$ cat config.mk
export PLATFORM = sky130hd
export DESIGN_NAME = control_sequencer
export DESIGN_NICKNAME = d
export VERILOG_FILES = /design/src/rtl/cpu_ctl_pkg.sv /design/src/rtl/ctl_reg_decode.sv /design/src/rtl/control_sequencer.sv
export SDC_FILE = /design/constraint.sdc
export NUM_CORES = 1
export LEC_CHECK = 0
export ABC_AREA = 1
export BUFFER_PORTS_ARGS = -buffer_cell sky130_fd_sc_hd__buf_2
export CORE_MARGIN = 5
export CORE_UTILIZATION = 35
export CTS_CLUSTER_SIZE = 16
export DETAILED_ROUTE_END_ITERATION = 7
export MAX_ROUTING_LAYER = met4
export PLACE_DENSITY = 0.61
export SKIP_CTS_REPAIR_TIMING = 1
export SYNTH_ARGS = -nofsm -noshare
export SYNTH_HDL_FRONTEND = slang
export SYNTH_SLANG_ARGS = --single-unit
$ cat constraint.sdc
create_clock -name clk -period 1.7 [get_ports clk]
set_clock_uncertainty 0.05 [all_clocks]
set_input_delay 0.17 -clock clk [delete_from_list [all_inputs] [get_ports clk]]
set_output_delay 0.17 -clock clk [all_outputs]
set_load 0.01 [all_outputs]
$ cat src/rtl/cpu_ctl_pkg.sv
// Shared constants, opcode classes and state encoding for the CPU control sequencer.
package cpu_ctl_pkg;

  // Opcodes (IR[31:27])
  localparam logic [4:0] OP_LD   = 5'd0;
  localparam logic [4:0] OP_LDI  = 5'd1;
  localparam logic [4:0] OP_ST   = 5'd2;
  localparam logic [4:0] OP_ADD  = 5'd3;
  localparam logic [4:0] OP_SUB  = 5'd4;
  localparam logic [4:0] OP_AND  = 5'd5;
  localparam logic [4:0] OP_OR   = 5'd6;
  localparam logic [4:0] OP_SHR  = 5'd7;
  localparam logic [4:0] OP_SHL  = 5'd8;
  localparam logic [4:0] OP_ROR  = 5'd9;
  localparam logic [4:0] OP_ROL  = 5'd10;
  localparam logic [4:0] OP_MUL  = 5'd15;
  localparam logic [4:0] OP_DIV  = 5'd16;
  localparam logic [4:0] OP_NOP  = 5'd26;
  localparam logic [4:0] OP_HALT = 5'd27;

  // ALU codes used outside of ALU instructions
  localparam logic [4:0] ALU_ADD   = 5'd3;
  localparam logic [4:0] ALU_INCPC = 5'd31;

  // IR field positions
  localparam int IR_OP_HI = 31;
  localparam int IR_OP_LO = 27;
  localparam int IR_RA_HI = 26;
  localparam int IR_RA_LO = 23;
  localparam int IR_RB_HI = 22;
  localparam int IR_RB_LO = 19;
  localparam int IR_RC_HI = 18;
  localparam int IR_RC_LO = 15;

  typedef enum logic [3:0] {
    IDLE, T0, T1, T2, T3, T4, T5, T6, T7, HALT, FAULT
  } ctlState_t;

  // Execute-phase behaviour groups; anything unlisted behaves as nop.
  typedef enum logic [2:0] {
    CLS_NOP, CLS_ALU, CLS_MULDIV, CLS_LDI, CLS_LD, CLS_ST, CLS_HALT
  } opClass_t;

  function automatic opClass_t classifyOp(input logic [4:0] op);
    opClass_t c;
    c = CLS_NOP;
    if (op >= OP_ADD && op <= OP_ROL)         c = CLS_ALU;
    else if (op == OP_MUL || op == OP_DIV)    c = CLS_MULDIV;
    else if (op == OP_LDI)                    c = CLS_LDI;
    else if (op == OP_LD)                     c = CLS_LD;
    else if (op == OP_ST)                     c = CLS_ST;
    else if (op == OP_HALT)                   c = CLS_HALT;
    return c;
  endfunction

endpackage

$ cat src/rtl/ctl_reg_decode.sv
// 4-bit register field to one-hot R0..R15 strobe, all zero when disabled.
module ctl_reg_decode (
  input  logic [3:0]  field,
  input  logic        en,
  output logic [15:0] oneHot
);

  // Plain one-hot decode; R0 gets no special treatment
  always_comb begin
    oneHot = '0;
    if (en) oneHot[field] = 1'b1;
  end

endmodule

$ cat src/rtl/control_sequencer.sv
// Hardwired multi-cycle controller for the single-bus CPU datapath.
// Outputs are a combinational function of state, IR and mem_ack.
module control_sequencer
  import cpu_ctl_pkg::*;
#(
  parameter int unsigned MEM_TIMEOUT = 0
) (
  input  logic        clk,
  input  logic        clr,
  input  logic        run,
  input  logic [31:0] ir,
  input  logic        mem_ack,
  output logic [15:0] reg_in,
  output logic [15:0] reg_out,
  output logic        HIin,
  output logic        HIout,
  output logic        LOin,
  output logic        LOout,
  output logic        PCin,
  output logic        PCout,
  output logic        IRin,
  output logic        Yin,
  output logic        Zin,
  output logic        Zhighout,
  output logic        Zlowout,
  output logic        MARin,
  output logic        MDRin,
  output logic        MDRout,
  output logic        MDR_read,
  output logic        c_sign_extended_out,
  output logic [4:0]  control,
  output logic        mem_read,
  output logic        mem_write,
  output logic        done,
  output logic        halted,
  output logic        fault
);

  ctlState_t   state, stateNext;
  logic [31:0] waitCnt;
  logic        isReq, waitExpired, firstCycle;
  logic        raIn, raOut, rbOut, rcOut;
  logic [15:0] raHot, rbHot, rcHot;
  logic [4:0]  opcode;
  opClass_t    cls;
  ctlState_t   afterDone;
  logic        unusedIrBits;

  assign opcode       = ir[IR_OP_HI:IR_OP_LO];
  assign cls          = classifyOp(opcode);
  assign afterDone    = run ? T0 : IDLE;
  assign firstCycle   = (waitCnt == '0);
  assign waitExpired  = (MEM_TIMEOUT != 0) && ((waitCnt + 32'd1) >= 32'(MEM_TIMEOUT));
  assign unusedIrBits = ^ir[14:0];

  ctl_reg_decode raDec (.field(ir[IR_RA_HI:IR_RA_LO]), .en(raIn | raOut), .oneHot(raHot));
  ctl_reg_decode rbDec (.field(ir[IR_RB_HI:IR_RB_LO]), .en(rbOut),        .oneHot(rbHot));
  ctl_reg_decode rcDec (.field(ir[IR_RC_HI:IR_RC_LO]), .en(rcOut),        .oneHot(rcHot));

  // Ra is the only field that can be both a destination and a bus source
  assign reg_in  = raIn  ? raHot : 16'd0;
  assign reg_out = (raOut ? raHot : 16'd0) | rbHot | rcHot;

  // State register and memory wait counter (cleared whenever the state moves on)
  always_ff @(posedge clk or negedge clr) begin
    if (!clr) begin
      state   <= IDLE;
      waitCnt <= '0;
    end else begin
      state <= stateNext;
      if (isReq && !mem_ack && stateNext == state)
        waitCnt <= (waitCnt == '1) ? waitCnt : waitCnt + 32'd1;
      else
        waitCnt <= '0;
    end
  end

  // Next-state and strobe decode
  always_comb begin
    stateNext           = state;
    isReq               = 1'b0;
    raIn                = 1'b0;
    raOut               = 1'b0;
    rbOut               = 1'b0;
    rcOut               = 1'b0;
    HIin                = 1'b0;
    HIout               = 1'b0;
    LOin                = 1'b0;
    LOout               = 1'b0;
    PCin                = 1'b0;
    PCout               = 1'b0;
    IRin                = 1'b0;
    Yin                 = 1'b0;
    Zin                 = 1'b0;
    Zhighout            = 1'b0;
    Zlowout             = 1'b0;
    MARin               = 1'b0;
    MDRin               = 1'b0;
    MDRout              = 1'b0;
    MDR_read            = 1'b0;
    c_sign_extended_out = 1'b0;
    control             = 5'd0;
    mem_read            = 1'b0;
    mem_write           = 1'b0;
    done                = 1'b0;
    halted              = 1'b0;
    fault               = 1'b0;

    unique case (state)
      IDLE: if (run) stateNext = T0;

      T0: begin
        PCout     = 1'b1;
        MARin     = 1'b1;
        control   = ALU_INCPC;
        Zin       = 1'b1;
        stateNext = T1;
      end

      // PC update happens only on entry; the read request then holds until ack
      T1: begin
        isReq    = 1'b1;
        mem_read = 1'b1;
        if (firstCycle) begin
          Zlowout = 1'b1;
          PCin    = 1'b1;
        end
        if (mem_ack) begin
          MDR_read  = 1'b1;
          MDRin     = 1'b1;
          stateNext = T2;
        end else if (waitExpired) begin
          stateNext = FAULT;
        end
      end

      T2: begin
        MDRout    = 1'b1;
        IRin      = 1'b1;
        stateNext = T3;
      end

      T3: begin
        unique case (cls)
          CLS_ALU, CLS_LDI, CLS_LD, CLS_ST: begin
            rbOut     = 1'b1;
            Yin       = 1'b1;
            stateNext = T4;
          end
          CLS_MULDIV: begin
            raOut     = 1'b1;
            Yin       = 1'b1;
            stateNext = T4;
          end
          CLS_HALT: begin
            done      = 1'b1;
            stateNext = HALT;
          end
          default: begin
            done      = 1'b1;
            stateNext = afterDone;
          end
        endcase
      end

      T4: begin
        unique case (cls)
          CLS_ALU: begin
            rcOut     = 1'b1;
            control   = opcode;
            Zin       = 1'b1;
            stateNext = T5;
          end
          CLS_MULDIV: begin
            rbOut     = 1'b1;
            control   = opcode;
            Zin       = 1'b1;
            stateNext = T5;
          end
          CLS_LDI, CLS_LD, CLS_ST: begin
            c_sign_extended_out = 1'b1;
            control             = ALU_ADD;
            Zin                 = 1'b1;
            stateNext           = T5;
          end
          default: stateNext = IDLE;
        endcase
      end

      T5: begin
        unique case (cls)
          CLS_ALU, CLS_LDI: begin
            Zlowout   = 1'b1;
            raIn      = 1'b1;
            done      = 1'b1;
            stateNext = afterDone;
          end
          CLS_MULDIV: begin
            Zlowout   = 1'b1;
            LOin      = 1'b1;
            stateNext = T6;
          end
          CLS_LD, CLS_ST: begin
            Zlowout   = 1'b1;
            MARin     = 1'b1;
            stateNext = T6;
          end
          default: stateNext = IDLE;
        endcase
      end

      T6: begin
        unique case (cls)
          CLS_MULDIV: begin
            Zhighout  = 1'b1;
            HIin      = 1'b1;
            done      = 1'b1;
            stateNext = afterDone;
          end
          CLS_LD: begin
            isReq    = 1'b1;
            mem_read = 1'b1;
            if (mem_ack) begin
              MDR_read  = 1'b1;
              MDRin     = 1'b1;
              stateNext = T7;
            end else if (waitExpired) begin
              stateNext = FAULT;
            end
          end
          CLS_ST: begin
            raOut     = 1'b1;
            MDRin     = 1'b1;
            stateNext = T7;
          end
          default: stateNext = IDLE;
        endcase
      end

      T7: begin
        unique case (cls)
          CLS_LD: begin
            MDRout    = 1'b1;
            raIn      = 1'b1;
            done      = 1'b1;
            stateNext = afterDone;
          end
          CLS_ST: begin
            isReq     = 1'b1;
            mem_write = 1'b1;
            if (mem_ack) begin
              done      = 1'b1;
              stateNext = afterDone;
            end else if (waitExpired) begin
              stateNext = FAULT;
            end
          end
          default: stateNext = IDLE;
        endcase
      end

      HALT:  halted = 1'b1;
      FAULT: fault  = 1'b1;

      default: stateNext = IDLE;
    endcase
  end

endmodule

Yosys cells after proc, flatten, opt, wreduce, memory -nomap -nowiden
Cells that the tools add are included.
{"block": "word_totals", "reg_bits": 36, "out_inout_bits": 58}
{"block": "op_classes", "addsub": 1, "n_lt_le_gt_ge": 8, "eq_ne": 24, "muxes": 70, "bitwise": 3, "reduce_logical": 19}
{"cell": "two-way mux 16 bit", "n": 5}
{"cell": "two-way mux 32 bit", "n": 2}
{"cell": "case mux 4 bit (10 select lines)", "n": 1}
{"cell": "adder 32 x 1 -> 32 bit (second input constant)", "n": 1}
{"cell": "equality test 32 bit (second input constant)", "n": 1}
{"cell": "logical NOT 32 bit", "n": 1}
{"cell": "OR 16 bit", "n": 2}
{"cell": "two-way mux 1 bit", "n": 28}
{"cell": "case mux 1 bit (2 select lines)", "n": 12}
{"cell": "two-way mux 3 bit", "n": 7}
{"cell": "case mux 5 bit (2 select lines)", "n": 2}
{"cell": "equality test 4 x 3 -> 1 bit (second input constant)", "n": 4}
{"cell": "two-way mux 4 bit", "n": 4}
{"cell": "case mux 4 bit (2 select lines)", "n": 2}
{"cell": "< comparator 4 x 5 -> 1 bit (second input constant)", "n": 3}
{"cell": "demux 1 bit (select 4 bit)", "n": 3}
{"cell": "equality test 4 bit (second input constant)", "n": 3}
{"cell": "greater-or-equal comparator 4 x 1 -> 1 bit (second input constant)", "n": 3}
{"cell": "case mux 4 bit (3 select lines)", "n": 1}
{"cell": "equality test 5 bit (second input constant)", "n": 2}
{"cell": "equality test 3 bit (second input constant)", "n": 3}
{"cell": "equality test 4 x 2 -> 1 bit (second input constant)", "n": 2}
{"cell": "OR reduction 2 bit", "n": 4}
{"cell": "equality test 3 x 2 -> 1 bit (second input constant)", "n": 2}
{"cell": "other kinds (21)", "n": 27}

Logic depth before layout (Yosys ltp)
Gate-level depths: netlist of the first run.
{"block": "logic_depth", "word_depth": 16, "mapped_depth": 12, "mapped_depth_nobuf": 10}

Cells and area by module
Synthesis of the first run repeated with hierarchy kept, for this count alone.
{"block": "hier_totals", "cells_unflattened": 627, "hier_area_um2": 3567.2}
{"mod": "control_sequencer", "instances": 1, "cells_per_inst": 543, "area_each_um2": 3236.9, "seq_area_each_um2": 900.9}
{"mod": "ctl_reg_decode", "instances": 3, "cells_per_inst": 28, "area_each_um2": 110.1, "seq_area_each_um2": 0.0}

Worst setup path after synthesis of the first run
OpenSTA, ideal clock, no wires.
{"block": "synth_timing", "path_type": "register to output", "start": "register state[0]", "end": "output port reg_in[4]", "arrival_ns": 1.524, "slack_ns": -0.044, "path_stages_with_launch": 9, "path_buffers": 1, "path_cell_list": "dfrtp_1 -> nor2_1 -> nand3_1 -> nor2_2 -> inv_1 -> nand3_2 -> buf_6 -> nand2_2 -> nor3_1"}
{"block": "synth_between", "elab_chain_cells": 5}
{"item": "start: declaration", "line_no": "control_sequencer.sv:39", "rtl": "ctlState_t state, stateNext;"}
{"item": "start signal: assignment", "line_no": "control_sequencer.sv:70", "rtl": "state <= stateNext;"}
{"item": "equality test 4 bit or equality test 4 x 3 -> 1 bit (tied branches)", "line_no": "control_sequencer.sv:109", "rtl": "unique case (state)"}
{"item": "case mux 1 bit (2 select lines)", "line_no": "control_sequencer.sv:109"}
{"item": "OR 1 bit", "line_no": "control_sequencer.sv:56", "rtl": "ctl_reg_decode raDec (.field(ir[IR_RA_HI:IR_RA_LO]), .en(raIn | raOut), .oneHot(raHot));"}
{"item": "two-way mux 16 bit", "line_no": "ctl_reg_decode.sv:11", "rtl": "if (en) oneHot[field] = 1'b1;"}
{"item": "two-way mux 16 bit *", "line_no": "control_sequencer.sv:61", "rtl": "assign reg_in = raIn ? raHot : 16'd0;"}
{"item": "end: declaration", "line_no": "control_sequencer.sv:13", "rtl": "output logic [15:0] reg_in,"}
Mark *: on every way between the ends. The rest lies on a longest branch, timed or not.

Worst setup path after layout of the first run
{"block": "layout_timing", "start": "register state[0]", "end": "output port reg_out[4]"}
{"block": "layout_between", "elab_chain_cells": 7}
{"item": "equality test 4 bit or equality test 4 x 3 -> 1 bit (tied branches)", "line_no": "control_sequencer.sv:109"}
{"item": "case mux 1 bit (2 select lines)", "line_no": "control_sequencer.sv:109"}
{"item": "OR 1 bit", "line_no": "control_sequencer.sv:56"}
{"item": "two-way mux 16 bit", "line_no": "ctl_reg_decode.sv:11"}
{"item": "two-way mux 16 bit", "line_no": "control_sequencer.sv:62", "rtl": "assign reg_out = (raOut ? raHot : 16'd0) | rbHot | rcHot;"}
{"item": "OR 16 bit", "line_no": "control_sequencer.sv:62"}
{"item": "OR 16 bit *", "line_no": "control_sequencer.sv:62"}
{"item": "end: declaration", "line_no": "control_sequencer.sv:14", "rtl": "output logic [15:0] reg_out,"}
Marks and branches as above.

==> results of run 1 <==
sequential cells by signal, indices dropped and copies added, names as in the netlist:
signal,flops
waitCnt,32
state,4
area by class of cell:
type | instances | area, sq um | share of cell area
multi-input cells | 465 | 2691 | 0.5014
repair buffers | 151 | 1149 | 0.2140
flip-flops and latches | 36 | 904.6 | 0.1685
inverters | 88 | 345.3 | 0.06434
well taps | 136 | 170.2 | 0.03170
clock buffers | 6 | 72.57 | 0.01352
clock inverters | 2 | 35.03 | 0.006527
report_power, final:
part / switching, uW / total (uW) / internal, uW / leakage, uW
Sequential: 73.7 / 978 / 904 / 0.000495
Combinational: 1030 / 1800 / 766 / 0.00210
Clock: 316 / 752 / 435 / 0.0000552
worst max-delay path, cell delays in order, from the launching register on:
cell	delay [ps]
sky130_fd_sc_hd__dfrtp_2	440
sky130_fd_sc_hd__inv_2	50
sky130_fd_sc_hd__nor2_1	80
sky130_fd_sc_hd__inv_1	80
sky130_fd_sc_hd__nor2_4	190
sky130_fd_sc_hd__inv_2	70
sky130_fd_sc_hd__nor2_4	170
sky130_fd_sc_hd__nand2_2	100
sky130_fd_sc_hd__o21ai_0	160
sky130_fd_sc_hd__inv_1	50
sky130_fd_sc_hd__nand2_1	60
sky130_fd_sc_hd__buf_2	120
logic make-up (layout without fill, tap and decap cells):
| logic type | after synthesis | count (layout) | share of synthesized area |
|---|---|---|---|
| fa+ha+maj | 2 | 2 | 0.006872 |
| buf+inv | 103 | 247 | 0.1210 |
| flops | 36 | 36 | 0.2474 |
| simple gates | 393 | 394 | 0.5038 |
| xor+xnor | 18 | 18 | 0.04330 |
| other cells | 1 | 2 | 0.001030 |
| compound gates | 49 | 49 | 0.07663 |
routing by layer:
layer	vias to the layer above	global-route usage
met4	0	0.04808
met3	24	0.02174
met2	156	0.3297
met1	2095	0.2480
li1	2238	-
met5	-	-
through the flow:
step / util / instances / setup TNS (ps) / instance area, sq um
final: 0.5246 / 884 / -21570 / 5368
after global routing: 0.5246 / 884 / -31470 / 5368
after CTS: 0.4644 / 872 / -19430 / 4751
after detailed placement: 0.4538 / 864 / -4119 / 4643
after global placement: 0.4538 / 864 / -3458 / 4643
after floorplan: - / 603 / -256.4 / 3647
final timing paths:
path,depth (start not counted),to
max in group asynchronous,3,waitCnt[17]$_DFFE_PN0P_
min in group asynchronous,2,waitCnt[19]$_DFFE_PN0P_
min,2,state[3]$_DFF_PN0_
max reg2reg,13,waitCnt[2]$_DFFE_PN0P_
min reg2reg,2,waitCnt[24]$_DFFE_PN0P_
max,11,reg_out[4]
cells in the final DEF, fill, tap and decap left out, types with 2 or more instances in the layout:
cell type	instances
sky130_fd_sc_hd__inv_2	15
sky130_fd_sc_hd__clkbuf_16	2
sky130_fd_sc_hd__or2_2	2
sky130_fd_sc_hd__o22ai_1	2
sky130_fd_sc_hd__o31ai_4	3
sky130_fd_sc_hd__a21oi_2	5
sky130_fd_sc_hd__o21ai_2	3
sky130_fd_sc_hd__nand3_4	4
sky130_fd_sc_hd__nor3_1	13
sky130_fd_sc_hd__xnor2_1	4
sky130_fd_sc_hd__dfrtp_2	3
sky130_fd_sc_hd__nand4_1	32
sky130_fd_sc_hd__o21ai_1	3
sky130_fd_sc_hd__o21ai_0	25
sky130_fd_sc_hd__nor3_2	15
sky130_fd_sc_hd__nand3_2	9
sky130_fd_sc_hd__nand3_1	49
sky130_fd_sc_hd__buf_6	14
sky130_fd_sc_hd__a21oi_1	4
sky130_fd_sc_hd__buf_2	65
sky130_fd_sc_hd__buf_12	7
sky130_fd_sc_hd__inv_1	71
sky130_fd_sc_hd__nor2_2	13
sky130_fd_sc_hd__xor2_1	14
sky130_fd_sc_hd__buf_4	62
sky130_fd_sc_hd__clkbuf_8	5
sky130_fd_sc_hd__nor2_1	77
sky130_fd_sc_hd__nor2_4	10
sky130_fd_sc_hd__dfrtp_1	33
sky130_fd_sc_hd__conb_1	2
sky130_fd_sc_hd__nand2_4	6
sky130_fd_sc_hd__nand2_2	30
sky130_fd_sc_hd__nand2_1	126
sky130_fd_sc_hd__nor3_4	2
==> summary by stage, run 1 <==
Clock network
Buffers inserted during clock tree synthesis total 5. The library cell used as clock root buffer is sky130_fd_sc_hd__clkbuf_8. The maximum level of the CTS H-tree is 2. After clock tree synthesis, the clock-pin slew on the worst setup and hold paths is 70 ps.

The clock latency reported for the late side of the worst-skew pair is 300 ps. The clock net in this run drives a total of 36 sinks. The TritonCTS clock tree is built.

The longest clock path from root to sink contains 2 buffers.

Cells and area
The area growth from synthesis to layout is 47.42%. The fraction of layout cells with a size suffix above 1 is 0.3797. The number of filler cells placed in the layout is 1021. The total inserted antenna cells is 0. The net count reported at finish is 785.

Floorplan
The die covers 0.01254 sq mm. The placeable core region is 0.01023 sq mm. The die is 112.0 microns tall. The number of rows in the core area is 37. The effective utilization at floorplan is 0.3559.

Measured along the x axis, the die boundary spans 112.0 microns. 94 I/O pins were placed.

Synthesis
By count the netlist is led by 141 x sky130_fd_sc_hd__nand2_1, 89 x sky130_fd_sc_hd__nor2_1, 82 x sky130_fd_sc_hd__inv_1. The summed instance area of the synthesized netlist is 0.003641 sq mm. Among all flip-flop cells after synthesis, the most frequent one is sky130_fd_sc_hd__dfrtp_1. Of the post-synthesis cell area, the dominant cell type holds 0.2474. The number of distinct library cells after synthesis is 37.

The most numerous cell in the Yosys netlist is sky130_fd_sc_hd__nand2_1. The synthesized design spends more area on one cell type than any other, namely sky130_fd_sc_hd__dfrtp_1. Yosys attributes the largest share of cell area to sky130_fd_sc_hd__dfrtp_1 25%, sky130_fd_sc_hd__nand2_1 15%, sky130_fd_sc_hd__nor2_1 9.2%. The flop and latch count out of synthesis is 36.

The fraction of the yosys area taken by sequential cells is 0.2474. The fraction of synthesis flops using an asynchronous set or reset pin is 1.000. The average instance in the mapped netlist occupies 6.048 sq um. The number of synthesis warnings is 0. The number of flops mapped to enable cells by yosys is 0. In the synthesized netlist, the number of instances is 602.

STA
The number of max-slew violations in the final report was 0. Setup violations remaining at the end of the flow were counted as 82. The tightest hold path in the finished design has a slack of 132.1 ps. The hold violation total from the final report was 0. Derived from the worst setup path, the maximum achievable clock frequency is 479.5 MHz.

The routed design could run at a clock period as short as 2085 ps. After layout, the worst setup slack is -385.4 ps. Setup repair after global routing could not meet its margin everywhere. Dividing the final minimum period by the clock period gives 1.227.

Run
The tool flagged a number of max-cap violations equal to 0.

Routing
The average wire per standard cell is 14.24 microns. The initial DRC count is 260. Before antenna repair, the detailed router went through 5 iterations.

The met1 wire length is 5312 microns. The average vias per placed instance is 5.105. The met3 routed wirelength is 701 microns. The wire length on met2 is 6328 microns. The count of nets left with antenna violations once routing finished came out at 0. The uppermost metal layer occupied by signal nets is met4. The total number of vias is 4513. In the routed design, unresolved DRC markers number 0. The final wirelength is 12590 microns.

Setup path
For flop-to-flop paths, the worst setup slack is -270 ps. At the worst endpoint, the arrival time is 1870 ps. The startpoint identified for the worst register-to-register timing path is state[0]$_DFF_PN0_. The highest fanout seen on the critical path is 5. STA puts the critical path data required time at 1480 ps. The startpoint-to-endpoint class of the critical path is register to output pin. The endpoint type of the worst setup path is an output pin. The launching element of the worst setup path is state[0]$_DFF_PN0_.

STA classifies the critical path startpoint as a register.

Placement
Timing analysis after detailed placement gives a worst setup slack of -128.5 ps. Input and output buffers added on the ports amount to 76. Routability-driven placement finished with a final weighted congestion of 0.9928. The placed wire-length estimate is 9710 microns.

Global routing
The maximum number of pins on one net before global-route repair is 22. The global routing usage summed across all routing layers is 0.1943. The initial antenna violation count is 0. The number of global-route vias before repair is 4229. After global routing the overflow that remains totals 0. The first-pass GRT wire length is 19980 microns.

Worst hold path
The tightest min-delay check is of the input port to register type. In this run the most critical hold path is launched from mem_ack.

Power and ir drop
The power density relative to cell area is 656.7 mW/mm^2. The static power due to leakage is 0.002654 uW. The design draws 3525 uW.

The maximum vdd drop is 711.6 uV.

Run status
The run finished, with violations left. The final reports fail on negative setup slack.
No activity file was read; power rests on OpenSTA's default activity.
==> run 2, diff against run 1 <==
SKIP_CTS_REPAIR_TIMING = not set   (was 1)
==> summary by stage, run 2 (synthesis gave the netlist of run 1 again) <==
Run status
The run finished, with violations left. The final reports fail on negative setup slack.

Floorplan
The effective utilization at floorplan is 0.3559 (unchanged). The horizontal extent of the die was 112.0 microns (unchanged). The number of rows in the core area was 37 (unchanged). The die area is 0.01254 sq mm (unchanged). The die height is 112.0 microns (unchanged).

The placeable core region is 0.01023 sq mm (unchanged). The number of top-level design ports is 94 (unchanged).

Clock network
TritonCTS built the clock tree. The post-CTS clock slew at the launch and capture registers of the worst setup and hold paths came to 80 ps (about the same). The maximum buffer depth of the clock tree was 2 (unchanged). The clock latency reported for the late side of the worst-skew pair came to 300 ps (about the same). The number of sinks on the clock net was 36 (unchanged). The maximum level of the CTS H-tree is 2 (unchanged).

The number of buffers added by the clock tree synthesis step came to 5 (unchanged). The root buffer cell chosen for the clock tree is sky130_fd_sc_hd__clkbuf_8.

Global routing
The global routing usage summed across all routing layers is 0.2061 (+0.01177). The initial antenna violation count is 0 (unchanged). The maximum number of pins on one net before global-route repair came to 22 (unchanged). The total congestion overflow is 0 (unchanged). The first-pass GRT wire length is 21120 microns (+5.7%). The number of global-route vias before repair is 4449 (+5.2%).

Placement
The number of port buffers is 76 (unchanged). The post-place setup slack was -128.5 ps (unchanged). The weighted congestion reported at the end of routability-driven placement came to 0.9928 (unchanged). The placed wire-length estimate was 9710 microns (unchanged).

Cells and area
The number of flip-flops under the largest register name is 32 (unchanged). The total inserted antenna cells is 0 (unchanged). The fraction of layout cells with a size suffix above 1 came to 0.4306 (+0.05095). Ranked by flip-flop count, first place goes to waitCnt. The top cell types in the final layout, fill and taps aside, are 123 x sky130_fd_sc_hd__nand2_1, 73 x sky130_fd_sc_hd__nor2_1, 68 x sky130_fd_sc_hd__inv_1. The net count reported at finish came to 801 (+2.0%). The number of filler cells placed in the layout is 962 (-5.8%). In the final layout, the registers with the most flip-flops are waitCnt: 32 flops, state: 4 flops.

The most common library cell in the layout ignoring fill and taps is sky130_fd_sc_hd__nand2_1. The sequential cell area came to 904.6 sq um (unchanged). The share of the core filled with cells came to 0.5628 (+0.03816). The area of combinational cells with multiple inputs is 0.002836 sq mm (+5.4%).

The relative area change from synthesis to final layout is 58.14%.

STA
Setup repair after global routing could not meet its margin everywhere. The setup-violating endpoint count in the final report is 87 (+6.1%). The final period demand of the worst path came to 2136 ps (+50.14 ps).

The maximum clock frequency is 468.3 MHz (-2.3%). The ratio of final minimum period to clock period is 1.256 (+0.02949). The final worst-path setup slack came to -435.5 ps (-50.14 ps).

The number of max-slew violations in the final report is 0 (unchanged). The hold violation total from the final report is 0 (unchanged).

Routing
The average vias per placed instance is 5.172 (+1.3%). The initial DRC count is 282 (+8.5%). The average wire per standard cell is 14.84 microns (+4.2%). The post-detailed-route DRC marker count is 0 (unchanged). The residual antenna-violating net count after detailed routing is 0 (unchanged). The total number of vias is 4655 (+3.1%). The number of search-and-repair iterations in the first detailed-routing pass is 5 (unchanged). The final wirelength is 13360 microns (+6.1%).

Setup path
The highest fanout seen on the critical path is 11 (+6). Walking the worst path, the cells encountered are nor2_4 -> inv_2 -> nor2_4 -> a21oi_2 -> nand3_4 -> buf_12 -> nand2_2 -> nor3_2 -> buf_2. The critical path in this run is classified as register to output pin. The beginning of the worst register-to-register path is state[0]$_DFF_PN0_. The data arrival time at the worst-slack endpoint is 1920 ps (+50 ps). The worst stage delay on the critical path is 480 ps (+40 ps). Counting stages on the worst path, the most repeated cell is sky130_fd_sc_hd__nor2_4. The critical path data required time came to 1480 ps (about the same).

The slowest stage cell on the critical path is sky130_fd_sc_hd__dfrtp_2. The slack of the worst reg-to-reg path is -280 ps (about the same). The worst setup path is captured at an output pin. Tracing the worst setup path back leads to its startpoint at state[0]$_DFF_PN0_.

STA classifies the critical path startpoint as a register.

Power and ir drop
The maximum vdd drop is 754.6 uV (+6.0%). The static power due to leakage is 0.002817 uW (+6.1%). The power density relative to cell area is 704.7 mW/mm^2 (+7.3%).

Worst hold path
The worst hold path belongs to the class input port to register. The startpoint identified for the worst hold timing path is mem_ack.

Run
The max-cap check violation count was 0 (unchanged).
==> run 2: cell types whose count changed in the layout (fill, tap and decap cells not counted), moves of 3 or more <==
cell / previous run / this run
sky130_fd_sc_hd__buf_2: 65 / 62
sky130_fd_sc_hd__buf_6: 14 / 32
sky130_fd_sc_hd__inv_1: 71 / 68
sky130_fd_sc_hd__inv_4: 1 / 5
sky130_fd_sc_hd__nand2_1: 126 / 123
sky130_fd_sc_hd__nor2_1: 77 / 73
sky130_fd_sc_hd__nor2_4: 10 / 14
sky130_fd_sc_hd__o21ai_0: 25 / 5
sky130_fd_sc_hd__o21ai_2: 3 / 22
==> run 2: repair_timing <==
action	4_1_cts	5_1_grt
endpoints found under the hold margin	17	0
pin swaps	11	35
setup buffers	16	10
hold buffers	1	0
setup endpoints to repair	86	89
gates cloned	1	4
gates resized for setup	70	140
==> run 2: power breakdown <==
| group | switching [uW] | total, uW | leakage (uW) | internal [uW] |
|---|---|---|---|---|
| sequential | 94.9 | 1000 | 0.000495 | 907 |
| combinational | 1250 | 2300 | 0.00227 | 1050 |
| clock | 323 | 759 | 0.0000552 | 436 |
==> run 2: final cells by class <==
class                           instances  share of cell area
Sequential cell                        36              0.1571
Clock buffer                            6             0.01260
Tap cell                              136             0.02955
Inverter                               88             0.06258
Multi-Input combinational cell        465              0.4926
Timing Repair Buffer                  167              0.2395
Clock inverter                          2            0.006084
==> run 2: per-layer routing <==
layer,global-route usage,vias up,routed length (microns)
met5,-,-,0
met4,0.05288,0,312
met3,0.02065,28,636
met2,0.3597,169,6760
met1,0.2554,2166,5646
li1,-,2292,-
==> run 2: path summary, 6_finish.rpt <==
path | end | cells past startpoint
worst max-delay path | reg_in[3] | 9
min in group asynchronous | waitCnt[19]$_DFFE_PN0P_ | 2
worst min register to register | waitCnt[24]$_DFFE_PN0P_ | 2
worst min-delay path | state[3]$_DFF_PN0_ | 2
worst max register to register | waitCnt[14]$_DFFE_PN0P_ | 13
max in group asynchronous | waitCnt[17]$_DFFE_PN0P_ | 3
==> run 2: worst max-delay path, delay by kind of cell, from the launching register on <==
| kind | cells | cell delay [ps] |
|---|---|---|
| DFF | 1 | 480 |
| AOI/OAI and AO/OA | 1 | 100 |
| and+or+nand+nor | 5 | 660 |
| buffers and inverters | 3 | 370 |
==> run 2: through the flow <==
stage,cell area (sq um),hold WS [ps],setup TNS [ps],total power (uW),std cells
detailed placement,4643,84.64,-4119,2413,864
CTS,5111,108.0,-16540,3602,888
global placement,4643,82.12,-3458,2392,864
floorplan,3647,-175.6,-256.4,1722,603
finish,5758,111.3,-24490,4058,900
global route,5758,100.1,-31210,4293,900
